## config.mk

```make
export PLATFORM = sky130hd
export DESIGN_NAME = ex_operand_stage
export DESIGN_NICKNAME = d
export VERILOG_FILES = /design/src/rtl/ex_operand_stage.sv
export SDC_FILE = /design/constraint.sdc
export NUM_CORES = 1
export LEC_CHECK = 0
export CAP_MARGIN = 40
export CORE_AREA = 2 2 145 147
export CTS_CLUSTER_SIZE = 40
export DETAILED_ROUTE_END_ITERATION = 10
export DIE_AREA = 0 0 147 149
export PLACE_DENSITY = 0.88
export SYNTH_ARGS = -nofsm -noshare
export SYNTH_HDL_FRONTEND = slang
export SYNTH_SLANG_ARGS = --single-unit
export TNS_END_PERCENT = 5
```

## constraint.sdc

```tcl
create_clock -name clk -period 3.2 [get_ports clk]
set_input_delay 0.32 -clock clk [delete_from_list [all_inputs] [get_ports clk]]
set_output_delay 0.32 -clock clk [all_outputs]
set_load 0.01 [all_outputs]
```

## src/rtl/ex_operand_stage.sv

```systemverilog
// Purpose : ID/EX stage register with operand forwarding and load-use hazard detection.
// Latency : one cycle from the ID capture edge to the EX outputs; forwarding muxes add no latency.
// Backpressure: stall holds the stage register; loadUse_stall inserts a bubble while ID holds its instruction.
//
// Ports:
//   clk, rst_n                         clock, asynchronous active-low reset
//   id_*                               decoded instruction from ID
//   stall, flush                       downstream hold request, kill of the incoming instruction
//   exmem_*, memwb_*                   forwarding sources from later pipeline stages
//   ex_*                               registered control plus forwarded ALU operands and store data
//   loadUse_stall                      combinational hazard request back to fetch/decode
module ex_operand_stage #(
    parameter int XLEN = 32,
    parameter int RA_W = 5
) (
    input  logic            clk,
    input  logic            rst_n,
    input  logic            id_valid,
    input  logic [XLEN-1:0] id_pc,
    input  logic [XLEN-1:0] id_rs1Data,
    input  logic [XLEN-1:0] id_rs2Data,
    input  logic [XLEN-1:0] id_imm,
    input  logic [RA_W-1:0] id_rs1,
    input  logic [RA_W-1:0] id_rs2,
    input  logic [RA_W-1:0] id_rd,
    input  logic [3:0]      id_aluOP,
    input  logic            id_aluSrc,
    input  logic            id_regWrite,
    input  logic            id_memRead,
    input  logic            id_memWrite,
    input  logic            stall,
    input  logic            flush,
    input  logic            exmem_regWrite,
    input  logic [RA_W-1:0] exmem_rd,
    input  logic [XLEN-1:0] exmem_result,
    input  logic            memwb_regWrite,
    input  logic [RA_W-1:0] memwb_rd,
    input  logic [XLEN-1:0] memwb_result,
    output logic            ex_valid,
    output logic            ex_regWrite,
    output logic            ex_memRead,
    output logic            ex_memWrite,
    output logic [XLEN-1:0] ex_a,
    output logic [XLEN-1:0] ex_b,
    output logic [XLEN-1:0] ex_storeData,
    output logic [XLEN-1:0] ex_pc,
    output logic [3:0]      ex_aluOP,
    output logic [RA_W-1:0] ex_rd,
    output logic            loadUse_stall
);

    typedef struct packed {
        logic            valid;
        logic [XLEN-1:0] pc;
        logic [RA_W-1:0] rs1;
        logic [RA_W-1:0] rs2;
        logic [RA_W-1:0] rd;
        logic [XLEN-1:0] rs1_dat;
        logic [XLEN-1:0] rs2_dat;
        logic [XLEN-1:0] imm;
        logic [3:0]      aluop;
        logic            alusrc;
        logic            regwrite;
        logic            memread;
        logic            memwrite;
    } stage_t;

    stage_t stage_q;
    stage_t id_dat;

    logic [XLEN-1:0] fwd1;
    logic [XLEN-1:0] fwd2;

    always_comb begin
        id_dat          = '0;
        id_dat.valid    = id_valid;
        id_dat.pc       = id_pc;
        id_dat.rs1      = id_rs1;
        id_dat.rs2      = id_rs2;
        id_dat.rd       = id_rd;
        id_dat.rs1_dat  = id_rs1Data;
        id_dat.rs2_dat  = id_rs2Data;
        id_dat.imm      = id_imm;
        id_dat.aluop    = id_aluOP;
        id_dat.alusrc   = id_aluSrc;
        id_dat.regwrite = id_regWrite;
        id_dat.memread  = id_memRead;
        id_dat.memwrite = id_memWrite;
    end

    // A load in EX cannot supply its data to the instruction right behind it;
    // a flush kills that instruction anyway, so no hazard is raised then.
    assign loadUse_stall = id_valid & stage_q.valid & stage_q.memread &
                           (stage_q.rd != '0) &
                           ((id_rs1 == stage_q.rd) | (id_rs2 == stage_q.rd)) &
                           ~flush;

    // Priority: flush > stall > load-use bubble > capture. An invalid ID
    // instruction is loaded as an all-zero bubble so no stale fields leak.
    always_ff @(posedge clk or negedge rst_n) begin
        if (!rst_n) begin
            stage_q <= '0;
        end else if (flush) begin
            stage_q <= '0;
        end else if (stall) begin
            stage_q <= stage_q;
        end else if (loadUse_stall) begin
            stage_q <= '0;
        end else if (id_valid) begin
            stage_q <= id_dat;
        end else begin
            stage_q <= '0;
        end
    end

    // EX/MEM is the younger result and wins over MEM/WB; x0 is never forwarded.
    always_comb begin
        fwd1 = stage_q.rs1_dat;
        if (exmem_regWrite && (exmem_rd != '0) && (exmem_rd == stage_q.rs1))
            fwd1 = exmem_result;
        else if (memwb_regWrite && (memwb_rd != '0) && (memwb_rd == stage_q.rs1))
            fwd1 = memwb_result;
    end

    always_comb begin
        fwd2 = stage_q.rs2_dat;
        if (exmem_regWrite && (exmem_rd != '0) && (exmem_rd == stage_q.rs2))
            fwd2 = exmem_result;
        else if (memwb_regWrite && (memwb_rd != '0) && (memwb_rd == stage_q.rs2))
            fwd2 = memwb_result;
    end

    assign ex_a         = fwd1;
    assign ex_b         = stage_q.alusrc ? stage_q.imm : fwd2;
    assign ex_storeData = fwd2;

    assign ex_valid    = stage_q.valid;
    assign ex_regWrite = stage_q.regwrite;
    assign ex_memRead  = stage_q.memread;
    assign ex_memWrite = stage_q.memwrite;
    assign ex_pc       = stage_q.pc;
    assign ex_aluOP    = stage_q.aluop;
    assign ex_rd       = stage_q.rd;

endmodule

```

# Word level (Yosys, flattened, before mapping)
# Index checks and enable logic that the tools add are counted.
# classes
reduce_logical	9
bitwise	7
mux	9
eq_ne	7
# ops
operator	count
152-bit 2-to-1 mux	4
32-bit 2-to-1 mux	5
5-bit equality test	6
5-bit nonzero test	3
1-bit logical AND	6
1-bit AND	5
2-bit by 1-bit inequality test with 1-bit output (second input constant)	1
1-bit NOT	1
1-bit bitwise OR	1
# word_totals
out_inout_bits	142
regBits	152
wordCells	45

# Longest topological paths before layout
# Gate-level depths: netlist of run 1.
# depth
depth_word	8
ltp_mapped	7
mapped_depth_nobuf	5

# Least setup slack after synthesis of run 1
# OpenSTA, ideal clock, no wires.
# synth_path
path_kind	input to output
start	input exmem_rd[1]
end	output ex_b[22]
setup_slack_ps	767
path_stages	7
n_path_buf	2
arrival_ps	2113
cell_sequence	or4_1 > o211ai_1 > or2_2 > clkbuf_1 > buf_2 > a31oi_1 > mux2_2
# synth_via
elab_chain_cells	5
elab_cells_between_ends	6
# synth_rtl
item	line_no	text
start: declaration	34	input logic [RA_W-1:0] exmem_rd,
5-bit nonzero test	127	if (exmem_regWrite && (exmem_rd != '0) && (exmem_rd == stage_q.rs2))
1-bit logical AND	127	
1-bit logical AND *	127	
32-bit 2-to-1 mux *	127	
named net ex_storeData[22]	45	output logic [XLEN-1:0] ex_storeData,
32-bit 2-to-1 mux *	134	assign ex_b = stage_q.alusrc ? stage_q.imm : fwd2;
end: declaration	44	output logic [XLEN-1:0] ex_b,
# The timed path passes the listed nets; every way through them passes the cells marked *.

# Final worst setup path of run 1
# layout_path
start	input exmem_rd[1]
end	output ex_storeData[16]
# layout_via
elab_chain_cells	4
elab_cells_between_ends	5
# layout_rtl
item	line_no
5-bit nonzero test	127
1-bit logical AND	127
1-bit logical AND *	127
32-bit 2-to-1 mux *	127
end: declaration	45
# Mark *: on every way between the ends. The rest lies on a longest branch, timed or not.

==> flow_summary.yaml, run 1 <==
logic_synthesis:
  syn-num-nets: 991
  synth_top_area_frac: 0.478
  synth_top_family_by_area: "compound AO/OA/AOI/OAI gates"
  synthXorXnorAreaFrac: 0.0330
  muxShareOfSynthArea: 0.0841
  yosys-top-cells-area: "dfrtp_1, a22o_1, mux2_2"
  synthAdderAreaFrac: 0
  synthCells: 759
  synth-compound-area-share: 0.241
  yosys.area.top_type: "dfrtp_1"
  yosysWarnings: 0
  ys_ff_latch: 152
  ys_seq_area_frac: 0.478
  yosysUniqueCellTypes: 32
  netlist_area_mm2: 0.00796
  synth_simple_gate_area_share: 0.0747
  syn_area_per_cell_um2: 10.5
setup_path:
  arrival_ns: 2.88
  r2r_cells: 6
  ff2ff_setup_slack_ns: 0.73
  worstReg2RegStart: "ex_rd[2]"
  timing.rr.end: "stage_q[57]"
  critical_path_required_ns: 2.88
  start_kind: "primary input"
  cp-end-kind: "output pin"
  crit_type: "primary input to output pin"
  worst-path-max-fanout: 17
finish:
  final_nets: 1338
  drive_gt1_frac: 0.139
  layout_common_cells: "clkdlybuf4s50_1, a22o_1, dfrtp_1"
  area_growth_pct: 60.9
  fill_cells: 1601
  final_util: 0.623
  final_common_cell: "clkdlybuf4s50_1"
clocking:
  cts.path.max_buffers: 2
  clkTransAtPathRegs_ns: 0.06
  clk_latency_ns: 0.41
  postCtsSetupRepairBufs: 0
  cts_root_buf: "clkbuf_16"
  cts_tree: "done"
  cts_buffers: 17
  cts_num_sinks: 152
  h-tree-depth: 4
global_route:
  grt_max_degree: 85
  antenna_found_initial: 1
  grt_usage: 0.269
  grt_pass1_vias: 8131
  grt_overflow_total: 0
  grt_pass1_wl_mm: 45.6
drt:
  remaining_drc_errors: 0
  wl_per_cell_um: 21.5
  wl_mm: 30.0
  dr_total_vias: 7754
  ant_nets: 0
  vias_per_cell: 5.56
  dr.pass1.iters: 5
  drtIter0Drc: 549
pwr:
  internal_power_mw: 3.77
  comb_power_share: 0.202
  p_switching_mw: 1.33
  power_mw: 5.10
  p_per_area_mw_per_mm2: 399
  clkPwrFrac: 0.397
  vdd_drop_max_mv: 0.324
  p_sw_frac: 0.261
  p_leak_nw: 5.81
  seq_power_share: 0.401
sta:
  finalSetupViolations: 0
  timing.setup.tns_ns: 0
  fmax_mhz: 313
  post-route-period-util: 1.00
  max_slew_margin: 0.482
  rsz0062_at_grt: "yes"
  finalHoldViolCount: 0
  worst_slew_pin_slew_ns: 0.777
  fin_skew_ns: 0.00942
  fin_crit_ns: 3.20
  slew_viol_final: 0
placement:
  gp_congestion: 0.889
  numPortBuffers: 373
  dp_hpwl_mm: 21.4
floorplan:
  core_mm2: 0.0206
  chipWidth_um: 147
  die_h_um: 149
  floorplan.initialDensity: 0.387
  dieArea_mm2: 0.0219
  rows: 53
  ioPinCount: 374
hold_path:
  hold_path_class: "primary input to async pin"
outcome:
  status: "finished, final reports clean"
flow_run:
  max_cap_viol_count: 0
-- cell usage after synthesis --
cell type,instances
o22ai_1,1
a2111oi_4,1
nand2_1,4
nor2b_1,1
a21oi_1,32
nand4_1,3
nor2_1,36
or4_1,4
nor4_1,2
buf_4,41
or3_1,31
buf_2,15
buf_1,4
clkbuf_1,50
xnor2_1,26
or2_2,1
and2_1,1
o21ai_0,33
mux2_2,31
dfrtp_1,152
inv_1,33
a22o_1,151
a21o_1,1
nand3_1,3
o211ai_2,1
o211ai_1,1
o31ai_1,1
o311a_1,1
xor2_1,4
nor3_1,31
a31oi_1,31
mux2i_1,32
-- logic make-up (layout without fill, tap and decap cells) --
logic type / after synthesis / after routing
XOR/XNOR: 30 / 30
multiplexers: 63 / 63
other: 0 / 1
flip-flops: 152 / 152
AND/OR/NAND/NOR: 117 / 117
AO/OA/AOI/OAI: 254 / 254
buffers and inverters: 143 / 503
-- registers in the layout (all words and copies together), names as in the netlist --
| name | count |
|---|---|
| stage_q | 107 |
| ex_memWrite | 1 |
| ex_pc | 32 |
| ex_aluOP | 4 |
| ex_memRead | 1 |
| ex_regWrite | 1 |
| ex_rd | 5 |
| ex_valid | 1 |
-- stage by stage --
step	hold WS [ns]	std cells	setup slack, ns	instance area [um2]
2_1_floorplan	0.0244	759	0.767	7960
3_3_place_gp	0.370	1360	-0.300	12100
3_5_place_dp	0.379	1361	-0.299	12100
4_1_cts	0.487	1394	-0.0396	12800
5_1_grt	0.486	1395	-0.135	12800
6_report	0.496	1395	0.000804	12800
-- power by group through the flow --
stage,clock network (mW),logic (mW),registers [mW]
final,2.03,1.03,2.05
after global routing,2.16,1.09,2.05
after CTS,2.07,1.03,2.05
after detailed placement,0,1.04,2.08
after global placement,0,1.02,2.08
after floorplan,0,0.367,2.06
-- worst max-delay path, stage by stage --
cell and delay (ns):
clkdlybuf4s50_1 0.42, or4_1 0.57, o211ai_1 0.22, buf_4 0.18, buf_12 0.17, nor3_1 0.07
a31oi_1 0.24, buf_4 0.15, clkdlybuf4s50_1 0.53
-- how the worst max path moves through the flow --
| stage | start | to | slack (ns) | cells past startpoint |
|---|---|---|---|---|
| 3_3_place_gp | memwb_rd[1] | ex_b[28] | -0.30 | 8 |
| 2_1_floorplan | exmem_rd[1] | ex_b[22] | 0.77 | 7 |
| 6_report | exmem_rd[1] | ex_storeData[16] | 0.0008 | 9 |
| 3_5_place_dp | memwb_rd[1] | ex_b[28] | -0.30 | 8 |
| 4_1_cts | exmem_rd[3] | ex_storeData[5] | -0.04 | 11 |
| 5_1_grt | exmem_rd[3] | ex_storeData[12] | -0.14 | 11 |
-- routing by layer --
| metal | track usage | wire (um) |
|---|---|---|
| met5 | 0 | 0 |
| met4 | 0.120 | 1100 |
| met3 | 0.0618 | 2610 |
| met2 | 0.443 | 14500 |
| met1 | 0.340 | 11900 |
-- cell type report --
| type | instances | area (um2) | share of cell area |
|---|---|---|---|
| Tap cell | 275 | 344 | 0.0269 |
| Sequential cell | 152 | 3800 | 0.297 |
| Clock inverter | 12 | 140 | 0.0109 |
| Inverter | 33 | 124 | 0.00967 |
| Multi-Input combinational cell | 464 | 3570 | 0.279 |
| Timing Repair Buffer | 438 | 4380 | 0.342 |
| Clock buffer | 20 | 447 | 0.0349 |
| Antenna cell | 1 | 2.50 | 0.000195 |
-- what timing repair did --
action / in CTS / in global routing
hold buffers: 1 / 0
pin swaps: 2 / 3
endpoints found under the hold margin: 68 / 0
endpoints found under the setup margin: 75 / 56
resized for setup: 55 / 20
Note: power is estimated with default switching activity, not from simulation.
==> run 2, diff against run 1 <==
--- a/config.mk
+++ b/config.mk
@@ -6,11 +6,11 @@
 export NUM_CORES = 1
 export LEC_CHECK = 0
 export CAP_MARGIN = 40
-export CORE_AREA = 2 2 145 147
+export CORE_ASPECT_RATIO = 1.1
+export CORE_UTILIZATION = 25
 export CTS_CLUSTER_SIZE = 40
 export DETAILED_ROUTE_END_ITERATION = 10
-export DIE_AREA = 0 0 147 149
-export PLACE_DENSITY = 0.88
+export PLACE_DENSITY = 0.64
 export SYNTH_ARGS = -nofsm -noshare
 export SYNTH_HDL_FRONTEND = slang
 export SYNTH_SLANG_ARGS = --single-unit
==> run 2 against run 1 <==
Net effect:
- the run now ends with setup timing left
- hold slack got worse by 0.0076 ns
- final area rose by 2.1%
- core utilization shrank 21 points
- die area increased by 49%
- maximum frequency fell by 3.1%
- setup slack worse by 0.10 ns
- clock power up 4%
- largest power group is now the clock network
==> flow_summary.yaml, run 2 (synthesis results as in run 1) <==
setup_path:
  critPathTopFamily: "buffers and inverters"
  crit_path_top_delay_cell: "or4_4"
  crit_type: "primary input to output pin"
  critical_path_required_ns: 2.88
  arrival_ns: 2.98
  worst-path-max-fanout: 27
  path_buf_inv: 3
  cp-end-kind: "output pin"
  cp_cell_sequence: "clkdlybuf4s50_1, or4_4, o211ai_4, buf_12, o21ai_0, a31oi_1, mux2_2, clkdlybuf4s50_1"
  ff2ff_setup_slack_ns: 0.76
  slowest_delay_ns: 0.57
  cpMostUsedCell: "clkdlybuf4s50_1"
  start_kind: "primary input"
floorplan:
  chipWidth_um: 172
  dieArea_mm2: 0.0326
  core_mm2: 0.0314
  die_h_um: 189
  floorplan.initialDensity: 0.254
  rows: 68
  ioPinCount: 374
global_route:
  grt_max_degree: 81
  antenna_found_initial: 4
  grt_usage: 0.193
  grt_pass1_vias: 7884
  grt_pass1_wl_mm: 47.1
  grt_overflow_total: 0
sta:
  slew_viol_final: 0
  worst_slew_pin_slew_ns: 0.737
  finalSetupViolations: 6
  fin_crit_ns: 3.30
  fin_skew_ns: 0.0114
  post-route-period-util: 1.03
  hold_ws_ns: 0.488
  max_slew_margin: 0.508
  rsz0062_at_grt: "yes"
  fmax_mhz: 303
  final.setup.worst_slack_ns: -0.103
  timing.setup.tns_ns: -0.297
  finalHoldViolCount: 0
pwr:
  p_leak_nw: 5.92
  vdd_drop_max_mv: 0.330
  p_per_area_mw_per_mm2: 397
flow_run:
  max_cap_viol_count: 0
placement:
  gp_congestion: 0.820
  numPortBuffers: 373
  dp_hpwl_mm: 22.9
clocking:
  clk_latency_ns: 0.43
  cts_buffers: 17
  cts_root_buf: "clkbuf_16"
  clkTransAtPathRegs_ns: 0.07
  postCtsSetupRepairBufs: 0
  cts_num_sinks: 152
  cts_tree: "done"
  h-tree-depth: 4
  cts.path.max_buffers: 2
outcome:
  status: "finished with violations"
  failed_checks: "setup timing"
finish:
  largest_reg_flops: 107
  final_nets: 1353
  drive_gt1_frac: 0.149
  regMostFlops: "stage_q"
  final_common_cell: "clkdlybuf4s50_1"
  final_util: 0.416
  layout_common_cells: "clkdlybuf4s50_1, a22o_1, dfrtp_1"
  area_growth_pct: 64.2
drt:
  dr_total_vias: 7587
  dr.pass1.iters: 5
  vias_per_cell: 4.89
  ant_nets: 0
  wl_per_cell_um: 20.3
  drtIter0Drc: 455
  wl_mm: 31.5
  remaining_drc_errors: 0
hold_path:
  hold_path_class: "primary input to async pin"
run 2: area by class of cell:
| type | count | area [um2] |
|---|---|---|
| tap | 420 | 526 |
| multi-input combinational | 464 | 3550 |
| sequential | 152 | 3800 |
| inverter | 33 | 124 |
| clock buffer | 23 | 468 |
| timing repair buffer | 453 | 4470 |
| clock inverter | 7 | 120 |
| antenna | 1 | 2.50 |
| fill | 3011 | 18300 |
run 2: final timing paths:
check                            startpoint     endpoint  cells past startpoint
worst max-delay path            memwb_rd[1]     ex_b[14]                      8
max in group asynchronous             rst_n  stage_q[75]                      3
worst min-delay path                  rst_n     ex_pc[1]                      2
worst max register to register     ex_rd[1]  stage_q[90]                      6
worst min register to register  stage_q[16]  stage_q[16]                      1
min in group clk                   id_pc[1]     ex_pc[1]                      2
run 2: per-layer routing:
metal / track usage / vias to the layer above / wire, um
li1: - / 3499 / -
met1: 0.240 / 3726 / 13200
met2: 0.310 / 317 / 14900
met3: 0.0604 / 41 / 2660
met4: 0.0688 / 4 / 731
met5: 0 / - / 25
run 2: worst reg2reg max path: stages (launching register included):
cell and delay (ns):
dfrtp_1 0.44, or4_1 0.55, nor2_1 0.11, nor4_1 0.09
a2111oi_4 0.51, buf_12 0.36, a22o_1 0.31
run 2: report_power, final:
group / switching [mW] / internal, mW
clock: 0.849 / 1.26
sequential: 0.0579 / 1.99
combinational: 0.428 / 0.600
run 2: what timing repair did:
item / 4_1_cts / 5_1_grt
endpoints found under the setup margin: 86 / 59
pin swaps: 7 / 3
hold endpoints to repair: 72 / 0
hold buffers: 1 / 0
gates resized for setup: 68 / 24
run 2: metrics by stage:
step	instances	power [mW]	instance area [um2]	setup slack, ns
after floorplan	759	2.43	7960	0.767
after detailed placement	1521	3.14	12400	-0.233
after global routing	1552	5.40	13100	-0.196
after global placement	1521	3.13	12400	-0.230
after CTS	1552	5.25	13000	-0.139
final	1553	5.19	13100	-0.103
==> run 3, diff against run 2 <==
--- a/config.mk
+++ b/config.mk
@@ -10,7 +10,6 @@
 export CORE_UTILIZATION = 25
 export CTS_CLUSTER_SIZE = 40
 export DETAILED_ROUTE_END_ITERATION = 10
-export PLACE_DENSITY = 0.64
 export SYNTH_ARGS = -nofsm -noshare
 export SYNTH_HDL_FRONTEND = slang
 export SYNTH_SLANG_ARGS = --single-unit
==> run 3 against run 2 <==
Net effect:
- sequential power is essentially flat
- the flow still finishes with violations (setup timing)
- flip-flop and latch count did not move
- critical path depth grew 1
- clock skew is 0.0015 ns higher
- final area up 1.3%
- die area is the same
- global-route usage up 0.49 points
- via count about the same
- core utilization up 0.52 points
- critical path type unchanged
- critical endpoint is now ex_b[31]
- setup slack improved by 0.059 ns
- clock power increased by 8%
- combinational power barely moved
==> flow_summary.yaml, run 3 (synthesis results as in run 1) <==
sta:
  fin_crit_ns: 3.24
  fmax_mhz: 308
  finalSetupViolations: 2
  finalHoldViolCount: 0
  fin_skew_ns: 0.0129
  final.setup.worst_slack_ns: -0.0438
  hold_ws_ns: 0.440
  slew_viol_final: 0
  worst_slew_pin_slew_ns: 0.550
  max_slew_margin: 0.630
  post-route-period-util: 1.01
  rsz0062_at_grt: "yes"
finish:
  fill_cells: 3023
  drive_gt1_frac: 0.161
  diodes: 0
  regArea_mm2: 0.00381
  multiInputGateArea_mm2: 0.00359
  layout_common_cells: "clkdlybuf4s50_1, a22o_1, dfrtp_1"
  regMostFlops: "stage_q"
  fin_area_mm2: 0.0132
  largest_reg_flops: 107
  final_common_cell: "clkdlybuf4s50_1"
  final_nets: 1345
  area_growth_pct: 66.3
global_route:
  grt_pass1_wl_mm: 47.8
  grt_overflow_total: 0
  grt_usage: 0.198
  grt_pass1_vias: 7787
  antenna_found_initial: 1
  grt_max_degree: 84
floorplan:
  chipWidth_um: 172
  dieArea_mm2: 0.0326
  core_mm2: 0.0314
  rows: 68
  floorplan.initialDensity: 0.254
  ioPinCount: 374
  die_h_um: 189
clocking:
  clkTransAtPathRegs_ns: 0.06
  clk_latency_ns: 0.43
  cts_tree: "done"
  h-tree-depth: 4
  cts_num_sinks: 152
  cts_root_buf: "clkbuf_16"
  cts.path.max_buffers: 2
  cts_buffers: 17
setup_path:
  worstReg2RegStart: "ex_rd[1]"
  arrival_ns: 2.92
  r2r_cells: 6
  critical_path_required_ns: 2.88
  ff2ff_setup_slack_ns: 0.66
  worst-path-max-fanout: 6
  timing.rr.end: "stage_q[84]"
  start_kind: "primary input"
  crit_end: "ex_b[31]"
  cp-end-kind: "output pin"
  crit_type: "primary input to output pin"
  startpoint: "exmem_rd[1]"
outcome:
  failed_checks: "setup timing"
  status: "finished with violations"
placement:
  dp_worst_setup_slack_ns: -0.185
  gp_congestion: 0.803
  numPortBuffers: 373
  dp_hpwl_mm: 22.7
  place_area_mm2: 0.0123
hold_path:
  hold_path_class: "primary input to async pin"
drt:
  wl_per_cell_um: 21.5
  dr_total_vias: 7586
  vias_per_cell: 4.91
  drtIter0Drc: 422
  remaining_drc_errors: 0
  dr.pass1.iters: 4
  wl_mm: 33.2
  ant_nets: 0
flow_run:
  max_cap_viol_count: 0
pwr:
  p_leak_nw: 6.25
  p_per_area_mw_per_mm2: 407
  vdd_drop_max_mv: 0.311
[run 3: cell count changes in the layout (fill, tap and decap cells not counted), moves of 3 or more]
| cell | change |
|---|---|
| a31oi_1 | -4 |
| dlymetal6s2s_1 | +23 |
| dlygate4sd2_1 | -29 |
| a31oi_2 | +4 |
| clkdlybuf4s15_1 | +4 |
| mux2_4 | +3 |
| clkdlybuf4s50_1 | -13 |
| mux2_2 | -3 |
[run 3: how the worst min path moves through the flow]
stage	start	end	slack (ns)	depth (start not counted)
detailed placement	rst_n	ex_pc[3]	0.33	1
global placement	rst_n	ex_pc[3]	0.32	1
CTS	rst_n	ex_memWrite	0.42	2
finish	rst_n	ex_pc[2]	0.44	2
global route	rst_n	ex_pc[2]	0.48	2
floorplan	rst_n	ex_aluOP[0]	0.02	0
[run 3: per-layer routing]
layer,vias to the layer above,track usage,wire length (um),share of wire
li1,3484,-,-,-
met1,3749,0.249,14100,0.42
met2,323,0.323,15900,0.48
met3,28,0.0575,2620,0.079
met4,2,0.0623,574,0.017
met5,-,0,13,0.00039
[run 3: cell type report]
cell class	instances	share of cell area
Multi-Input combinational cell	464	0.271
Tap cell	420	0.0397
Clock inverter	7	0.0126
Clock buffer	24	0.0356
Timing Repair Buffer	445	0.344
Inverter	33	0.00936
Sequential cell	152	0.288
[run 3: timing repair]
item,in CTS,in global routing
setup buffers,4,6
setup endpoints to repair,54,58
hold endpoints to repair,51,0
hold buffers,1,0
gates resized for setup,59,61
cloned,1,2
pin swaps,9,8
[run 3: report_power, final]
group / switching [mW] / leakage [nW] / internal (mW)
Sequential: 0.0560 / 2.07 / 1.99
Clock: 0.842 / 0.305 / 1.43
Combinational: 0.449 / 3.87 / 0.615
Total: 1.35 / 6.25 / 4.04
[run 3: stage by stage]
| step | power (mW) | TNS (ns) | cells | util |
|---|---|---|---|---|
| global route | 5.60 | -0.333 | 1545 | 0.422 |
| detailed placement | 3.14 | -4.68 | 1500 | 0.392 |
| floorplan | 2.43 | 0 | 759 | - |
| global placement | 3.13 | -4.02 | 1499 | 0.391 |
| CTS | 5.42 | -0.583 | 1537 | 0.414 |
| finish | 5.38 | -0.0652 | 1545 | 0.422 |
[run 3: worst max-delay path, cell delays in order]
cell	delay, ns
clkdlybuf4s50_1	0.43
or4_4	0.54
o211ai_1	0.21
buf_4	0.18
buf_6	0.14
nor3_1	0.06
a31oi_1	0.28
mux2_2	0.22
clkdlybuf4s50_1	0.54
